## config.mk

```make
export PLATFORM = sky130hd
export DESIGN_NAME = alu_param_seq
export DESIGN_NICKNAME = d
export VERILOG_FILES = /design/src/rtl/alu_param_pkg.sv /design/src/rtl/alu_param_mul.sv /design/src/rtl/alu_param_seq.sv
export SDC_FILE = /design/constraint.sdc
export NUM_CORES = 1
export LEC_CHECK = 0
export CAP_MARGIN = 20
export CORE_MARGIN = 5
export CORE_UTILIZATION = 50
export CTS_BUF_LIST = sky130_fd_sc_hd__clkbuf_16
export CTS_CLUSTER_SIZE = 16
export DETAILED_ROUTE_END_ITERATION = 6
export HOLD_SLACK_MARGIN = 0.08
export PLACE_DENSITY = 0.71
export SLEW_MARGIN = 5
export SYNTH_ARGS = -nofsm -noshare
export SYNTH_HDL_FRONTEND = slang
export SYNTH_SLANG_ARGS = --single-unit
```

## constraint.sdc

```tcl
create_clock -name Clk -period 11.4 [get_ports Clk]
set_clock_uncertainty 0.05 [all_clocks]
set_input_delay 1.71 -clock Clk [delete_from_list [all_inputs] [get_ports Clk]]
set_output_delay 1.71 -clock Clk [all_outputs]
set_load 0.1 [all_outputs]
```

## src/rtl/alu_param_pkg.sv

```systemverilog
// Shared opcode and FSM state types for the sequential ALU.
// Opcode constants double as the encodings of alu_op_e.
package alu_param_pkg;

    localparam logic [2:0] OPC_ADD = 3'b000;
    localparam logic [2:0] OPC_SUB = 3'b001;
    localparam logic [2:0] OPC_MUL = 3'b010;
    localparam logic [2:0] OPC_SHL = 3'b011;
    localparam logic [2:0] OPC_SHR = 3'b100;
    localparam logic [2:0] OPC_AND = 3'b101;
    localparam logic [2:0] OPC_OR  = 3'b110;
    localparam logic [2:0] OPC_XOR = 3'b111;

    typedef enum logic [2:0] {
        OP_ADD = OPC_ADD,
        OP_SUB = OPC_SUB,
        OP_MUL = OPC_MUL,
        OP_SHL = OPC_SHL,
        OP_SHR = OPC_SHR,
        OP_AND = OPC_AND,
        OP_OR  = OPC_OR,
        OP_XOR = OPC_XOR
    } alu_op_e;

    typedef enum logic [1:0] {
        S_IDLE,
        S_MUL,
        S_DONE
    } alu_state_e;

endpackage

```

## src/rtl/alu_param_mul.sv

```systemverilog
// Shift-add multiplier: one partial product per cycle, WIDTH steps.
// done pulses for one cycle once all steps are accumulated.
module alu_param_mul #(
    parameter int WIDTH = 8
) (
    input  logic               clk,
    input  logic               rstN,
    input  logic               start,
    input  logic [WIDTH-1:0]   a,
    input  logic [WIDTH-1:0]   b,
    output logic               done,
    output logic [2*WIDTH-1:0] prod
);
    import alu_param_pkg::*;

    localparam int W2 = 2 * WIDTH;
    localparam int CW = $clog2(WIDTH + 1);

    logic [W2-1:0]    mcand;
    logic [W2-1:0]    acc;
    logic [WIDTH-1:0] mplier;
    logic [CW-1:0]    cnt;
    logic             busy;

    assign done = busy && (cnt == CW'(WIDTH));
    assign prod = acc;

    always_ff @(posedge clk or negedge rstN) begin
        if (!rstN) begin
            mcand  <= '0;
            acc    <= '0;
            mplier <= '0;
            cnt    <= '0;
            busy   <= 1'b0;
        end else if (start) begin
            mcand  <= W2'(a);
            acc    <= '0;
            mplier <= b;
            cnt    <= '0;
            busy   <= 1'b1;
        end else if (busy) begin
            if (done) begin
                busy <= 1'b0;
            end else begin
                if (mplier[0]) acc <= acc + mcand;
                mcand  <= mcand << 1;
                mplier <= mplier >> 1;
                cnt    <= cnt + CW'(1);
            end
        end
    end

endmodule

```

## src/rtl/alu_param_seq.sv

```systemverilog
// Handshaked ALU: IDLE -> (MUL) -> DONE, results held until taken.
// Define ALU_ITER_MUL_EN for the iterative multiplier (else single-cycle).
module alu_param_seq #(
    parameter int WIDTH = 8,
    parameter int SHW   = $clog2(WIDTH)
) (
    input  logic               Clk,
    input  logic               RstN,
    input  logic               InValid,
    output logic               InReady,
    input  logic [WIDTH-1:0]   InputA,
    input  logic [WIDTH-1:0]   InputB,
    input  logic [2:0]         OpCode,
    output logic               OutValid,
    input  logic               OutReady,
    output logic [2*WIDTH-1:0] OutALU,
    output logic               OutZero,
    output logic               OutCarry
);
    import alu_param_pkg::*;

    localparam int W2 = 2 * WIDTH;

    alu_state_e       state, nextState;
    logic [WIDTH-1:0] regA, regB;
    alu_op_e          regOp;
    logic             accept, isMul, isDone;
    logic             mulDone;
    logic [W2-1:0]    mulProd, aExt, bExt, res;
    logic [SHW-1:0]   shamt;
    logic             carry;

    assign InReady = (state == S_IDLE);
    assign accept  = InValid && InReady;
    assign isMul   = (OpCode == OPC_MUL);
    assign aExt    = W2'(regA);
    assign bExt    = W2'(regB);
    assign shamt   = regB[SHW-1:0];

    always_ff @(posedge Clk or negedge RstN) begin
        if (!RstN) begin
            regA  <= '0;
            regB  <= '0;
            regOp <= OP_ADD;
        end else if (accept) begin
            regA  <= InputA;
            regB  <= InputB;
            regOp <= alu_op_e'(OpCode);
        end
    end

`ifdef ALU_ITER_MUL_EN
    localparam logic ITER_MUL = 1'b1;
    logic mulStart;
    assign mulStart = accept && isMul;

    alu_param_mul #(.WIDTH(WIDTH)) uMul (
        .clk  (Clk),
        .rstN (RstN),
        .start(mulStart),
        .a    (InputA),
        .b    (InputB),
        .done (mulDone),
        .prod (mulProd)
    );
`else
    localparam logic ITER_MUL = 1'b0;
    assign mulDone = 1'b0;
    assign mulProd = aExt * bExt;
`endif

    always_ff @(posedge Clk or negedge RstN) begin
        if (!RstN) state <= S_IDLE;
        else       state <= nextState;
    end

    always_comb begin
        nextState = state;
        unique case (state)
            S_IDLE: if (accept)
                nextState = (isMul && ITER_MUL) ? S_MUL : S_DONE;
            S_MUL:  if (mulDone) nextState = S_DONE;
            S_DONE: if (OutReady) nextState = S_IDLE;
            default: nextState = S_IDLE;
        endcase
    end

    // Operand registers are frozen outside IDLE, so res is stable in DONE
    always_comb begin
        res   = '0;
        carry = 1'b0;
        unique case (regOp)
            OP_ADD: begin
                res   = aExt + bExt;
                carry = res[WIDTH];
            end
            OP_SUB: begin
                res   = aExt - bExt;
                carry = (regA < regB);
            end
            OP_MUL: res = mulProd;
            OP_SHL: res = aExt << shamt;
            OP_SHR: res = aExt >> shamt;
            OP_AND: res = aExt & bExt;
            OP_OR:  res = aExt | bExt;
            OP_XOR: res = aExt ^ bExt;
            default: res = '0;
        endcase
    end

    assign isDone   = (state == S_DONE);
    assign OutValid = isDone;
    assign OutALU   = isDone ? res : '0;
    assign OutZero  = isDone && (res == '0);
    assign OutCarry = isDone && carry;

endmodule
```

; After elaboration in Yosys (flattened, before gate mapping)
; Cells that the tools add are included.
; Widths: inputs -> output; s select.
[word_totals]
register_bits = 21
latchBits = 0
mem_bits_rw = 0
rom_bits = 0
in_bits = 23
output_inout_bits = 20
elab_cells = 38
n_memories = 0
[classes]
n_addsub = 2
n_mul = 1
div = 0
order_cmp = 1
n_eq_ne = 11
n_shift = 2
mux = 6
bitwise = 4
n_reduce_logical = 7
[op_table]
columns = cell, n
row1 = $pmux 16 s8, 1
row2 = $logic_not 16->1, 1
row3 = $mul 8x8->16, 1
row4 = $mux 16, 1
row5 = $shl 8x3->16, 1
row6 = $shr 8x3->16, 1
row7 = $eq 3x3->1 const B, 4
row8 = $add 8x8->9, 1
row9 = $sub 8x8->9, 1
row10 = $and 8x8->8, 1
row11 = $lt 8x8->1, 1
row12 = $or 8x8->8, 1
row13 = $xor 8x8->8, 1
row14 = $eq 3x2->1 const B, 2
row15 = $pmux 2 s3, 1
row16 = $mux 2, 2
row17 = $eq 3x1->1 const B, 1
row18 = $logic_and 1x1->1, 3
row19 = $logic_not 3->1, 1
row20 = $reduce_and 3->1, 1
row21 = $eq 2x1->1 const B, 1
row22 = $eq 2x2->1 const B, 1
row23 = $logic_not 2->1, 1
row24 = $ne 2x1->1 const B, 1
row25 = other kinds (3), 3

; Depth between registers and ports, before layout
[logic_depth]
depth_word = 4
ltp_mapped = 19
ltp_nobuf = 19

; Least setup slack after synthesis
; OpenSTA, ideal clock, no wires.
[synth_path]
path_kind = reg-to-output
start = register regB[1]
end = output OutALU[3]
arrival_ps = 5845
required_time_ps = 9640
setup_slack_ps = 3795
stages_incl_launch_ff = 16
path_buffers = 2
cell_sequence = dfrtp_1 > buf_2 > inv_1 > clkbuf_1 > nor2_1 > ha_1 > ha_1 > inv_1 > fa_1 > inv_1 > ha_1 > nor2b_1 > o311ai_0 > nand4_1 > a21oi_1 > nor4_1
[synth_via]
elab_chain_cells = 3
elab_cells_between_ends = 7
cone_classes = add/sub (2) / mul (1) / shift (2) / mux (2)
[synth_lines]
columns = item, line
row1 = from (decl), alu_param_seq.sv:25  ; logic [WIDTH-1:0] regA, regB;
row2 = from (signal assigned), alu_param_seq.sv:47  ; regB <= InputB;
row3 = "$mul 8x8->16, or another cell as far along", alu_param_seq.sv:69  ; assign mulProd = aExt * bExt;
row4 = $pmux 16 s8 (*), alu_param_seq.sv:92  ; unique case (regOp)
row5 = $mux 16 (*), alu_param_seq.sv:113  ; assign OutALU = isDone ? res : '0;
row6 = to (decl), alu_param_seq.sv:16  ; output logic [2*WIDTH-1:0] OutALU,
; Mark *: on every way between the ends. The rest lies on a longest branch, timed or not.

; Worst setup path in the final report
[layout_path]
start = register regA[2]
end = output OutZero
[layout_via]
elab_chain_cells = 4
elab_cells_between_ends = 11
cone_classes = add/sub (2) / mul (1) / shift (2) / mux (1) / bitwise (3) / reduce/logical (2)
[layout_lines]
columns = item, line
row1 = from (decl), alu_param_seq.sv:25
row2 = from (signal assigned), alu_param_seq.sv:46  ; regA <= InputA;
row3 = "$mul 8x8->16, or another cell as far along", alu_param_seq.sv:69
row4 = $pmux 16 s8 (*), alu_param_seq.sv:92
row5 = $logic_not 16->1 (*), alu_param_seq.sv:114  ; assign OutZero = isDone && (res == '0);
row6 = $logic_and 1x1->1 (*), alu_param_seq.sv:114
row7 = to (decl), alu_param_seq.sv:17  ; output logic OutZero,
; Marked as above.

==> run metrics <==
RSZ-0062 raised after global routing false; Int Pwr about 540 µW; min Tclk post-route between 8 and 9 ns; CP Data Required Time ~9.6 ns; Synth Area in Compound Gates 0.196; Post-synth EDFFs 0; Critical Path AT roughly 7.0 ns; Sequential Power Share 0.104; CTS sink count 20; CP max stage delay roughly 1.2 ns; Fill cells 880; RD Place Congestion between 0.9 and 1; Slew Limit Fails 0; Syn Inst Count 595; synth warn 0; leakage power around 0.0025 µW; Clock transition at path regs 0.06 ns; Root Buffer clkbuf_16; Worst R2R End regOp[0]; GR met3 Demand/Resource 0.0555; DR pass1 iterations 5; list of most frequent post-synthesis cells inv_1, nor2_1, ha_1, nand2_1, fa_1; Initial Utilization 0.518; Hold EP regB[7]; Synth cell types 74; Die X between 100 and 150 µm; initial antenna violation count 0; fmax ~110 MHz; top cells by area, synth ha_1, fa_1, dfrtp_1; Register Area around 500 µm²; mux cell area share after synthesis 0.0745; Comb pwr share 0.841; vias in the first global route between 4000 and 5000; via count ~4600; cts repair resizes 0; met2 Use GR 0.467; Tot Pwr 1350 µW; I/O Buffers 42; DR DRC count 0; CTS tree done; Die Ht ~110 µm; placed insts between 700 and 800; largest net degree at the start of global routing 33; Clock Latency Late Sink 0.25 ns; share of the synthesized area in the top cell type 0.158; row cnt 35; non-filler cells in the finished layout around 740; Routed Antenna Nets 0; Simple-Gate Fraction of Synth Area 0.197; DR vias/cell ~6.2; worst r2r src state[1]; pwr dens ~250 mW/mm²; Fin. Hold Viols 0; worst-path cell chain inv_1 -> nor2_1 -> fa_1 -> fa_1 -> inv_1 -> fa_1 -> fa_1 -> inv_1 -> ha_1 -> o21ai_0 -> o21ai_0 -> a31oi_1 -> mux2i_1 -> nand4_1 -> nor4b_2 -> nand4b_1 -> nor3b_2 -> clkdlybuf4s50_1; status finished, final reports clean; Post-synth top flop dfrtp_1; Most common cell on crit path fa_1; Multi-input gate area between 0.003 and 0.004 mm²; Max FO, Critical Path 12; DR iter-0 viols around 390; most common cell in the netlist inv_1; Worst-Margin Slew roughly 1.1 ns; final wirelength 15700 µm; power share of the clock group 0.055; post-synthesis net count around 700; syn avg cell area approximately 8.1 µm²; Hold Buf Count CTS 0; Final Setup Violations 0; Max IR drop VDD around 150 µV; met1 Usage GRT 0.368; Layout Area Growth over Synthesis 11.2%; Slew HR 0.291; WL/cell roughly 21 µm; Setup crit end kind primary output; Place WS 3.08 ns; post-synthesis sequential area ratio 0.104; CTS Buffer Depth 2; Crit Path Category flip-flop to primary output; H-tree Lvls 1; #FFs+latches synth 20; ys async rst share 1.00; FF-to-FF setup slack 9.42 ns; final worst slack 2.68 ns; I/O pins 43; number of nets in the layout approximately 740; R2R cell count 3; Setup Fix Bufs, Post-CTS 0; Num CTS Buffers 3; first-pass GRT wire length around 25000 µm; number of diodes 0; MaxCap Viol Count 0; worst hold path class flip-flop to flip-flop; Synth Area in XOR/XNOR 0.0181; Syn Std Cell Area between 0.004 and 0.005 mm²; layout cell share with drive strength beyond 1 0.0520; largest family of logic cells by synthesized area adder cells; global route overflow 0; CP Buf/Inv Count 4; GR peak layer met2; switch share 0.603; Post-Synth Adder-Cell Area 0.315; Die ar. approximately 0.012 mm²; hpwl dp 12100 µm; core region area around 0.0093 mm²; Overall Global Routing Usage 0.281; hold_ws 0.762 ns; slowest CP cell clkdlybuf4s50_1; Synth area leader ha_1; period utilization 0.765; Hold Path Stages 2; setup TNS 0 ns; Psw about 820 µW; Crit path max-delay family adder cells; Hold Path Origin regB[7]; CP Launch Type flip-flop
## worst max path at each step
stage	from	to	slack, ns	cells past startpoint
finish	regA[2]	OutZero	2.68	18
global route	regA[2]	OutZero	2.48	18
CTS	regA[2]	OutZero	2.76	18
detailed placement	regA[2]	OutZero	3.08	18
global placement	regA[2]	OutZero	3.10	18
floorplan	regB[1]	OutALU[3]	3.80	15
## sequential cells by signal, indices dropped and copies added, names as in the netlist
signal  flops
regOp       3
state       1
regB        8
regA        8
## per-stage QoR
stage / util / area (µm²)
2_1_floorplan: - / 4830
3_3_place_gp: 0.568 / 5300
3_5_place_dp: 0.568 / 5300
4_1_cts: 0.577 / 5380
5_1_grt: 0.577 / 5380
6_report: 0.577 / 5380
## power by group through the flow
| stage | clock network [µW] | logic [µW] | registers (µW) |
|---|---|---|---|
| final | 74.3 | 1140 | 141 |
| after global routing | 78.1 | 1250 | 144 |
| after CTS | 74.3 | 1130 | 139 |
| after detailed placement | 0 | 1120 | 140 |
| after global placement | 0 | 1110 | 140 |
| after floorplan | 0 | 871 | 106 |
## worst reg2reg max path: stages (launching register included)
cell     delay (ns)
dfrtp_1        0.54
nor2b_2        0.57
buf_4          0.34
mux2_2         0.36
## metal layers
layer	wire [µm]	share of wire	vias up
met5	0	0	-
met4	471	0.030	0
met3	1360	0.087	33
met2	7300	0.46	250
met1	6580	0.42	2243
li1	-	-	2096
## layout by cell type, fill, tap and decap left out, types with 3 or more instances in the layout
master / n
mux2_2: 4
dfrtp_1: 20
a222oi_1: 3
nor2_1: 62
o311ai_0: 4
a21o_1: 6
mux4_2: 8
xnor2_1: 7
buf_4: 5
clkbuf_16: 3
xor2_1: 3
inv_1: 74
o21bai_1: 6
a21oi_1: 29
o211ai_1: 7
a211oi_1: 8
nand3_1: 11
nand4_1: 3
a22oi_1: 4
mux2i_1: 12
a31oi_1: 3
nor4_1: 3
a221oi_1: 3
nand2_1: 50
nor2b_1: 7
nor3_1: 9
and3_1: 7
and2_1: 9
o21ai_0: 36
nand2b_1: 14
clkinv_1: 7
ha_1: 61
fa_1: 38
nor4bb_1: 3
clkdlybuf4s50_1: 42
## cells by family (layout without fill, tap and decap cells)
group	count (synthesis)	in the layout
AND/OR/NAND/NOR	193	193
AO/OA/AOI/OAI	137	137
buffers and inverters	111	131
adder cells (fa/ha/maj)	99	99
multiplexers	25	25
flip-flops	20	20
XOR/XNOR	10	10
## area by class of cell
class,count,share of cell area
clock buffers,3,0.0140
multi-input cells,464,0.721
inverters,80,0.0558
well taps,129,0.0300
flip-flops and latches,20,0.0931
repair buffers,47,0.0852
clock inverters,1,0.000698
No activity file was read; power rests on OpenSTA's default activity.
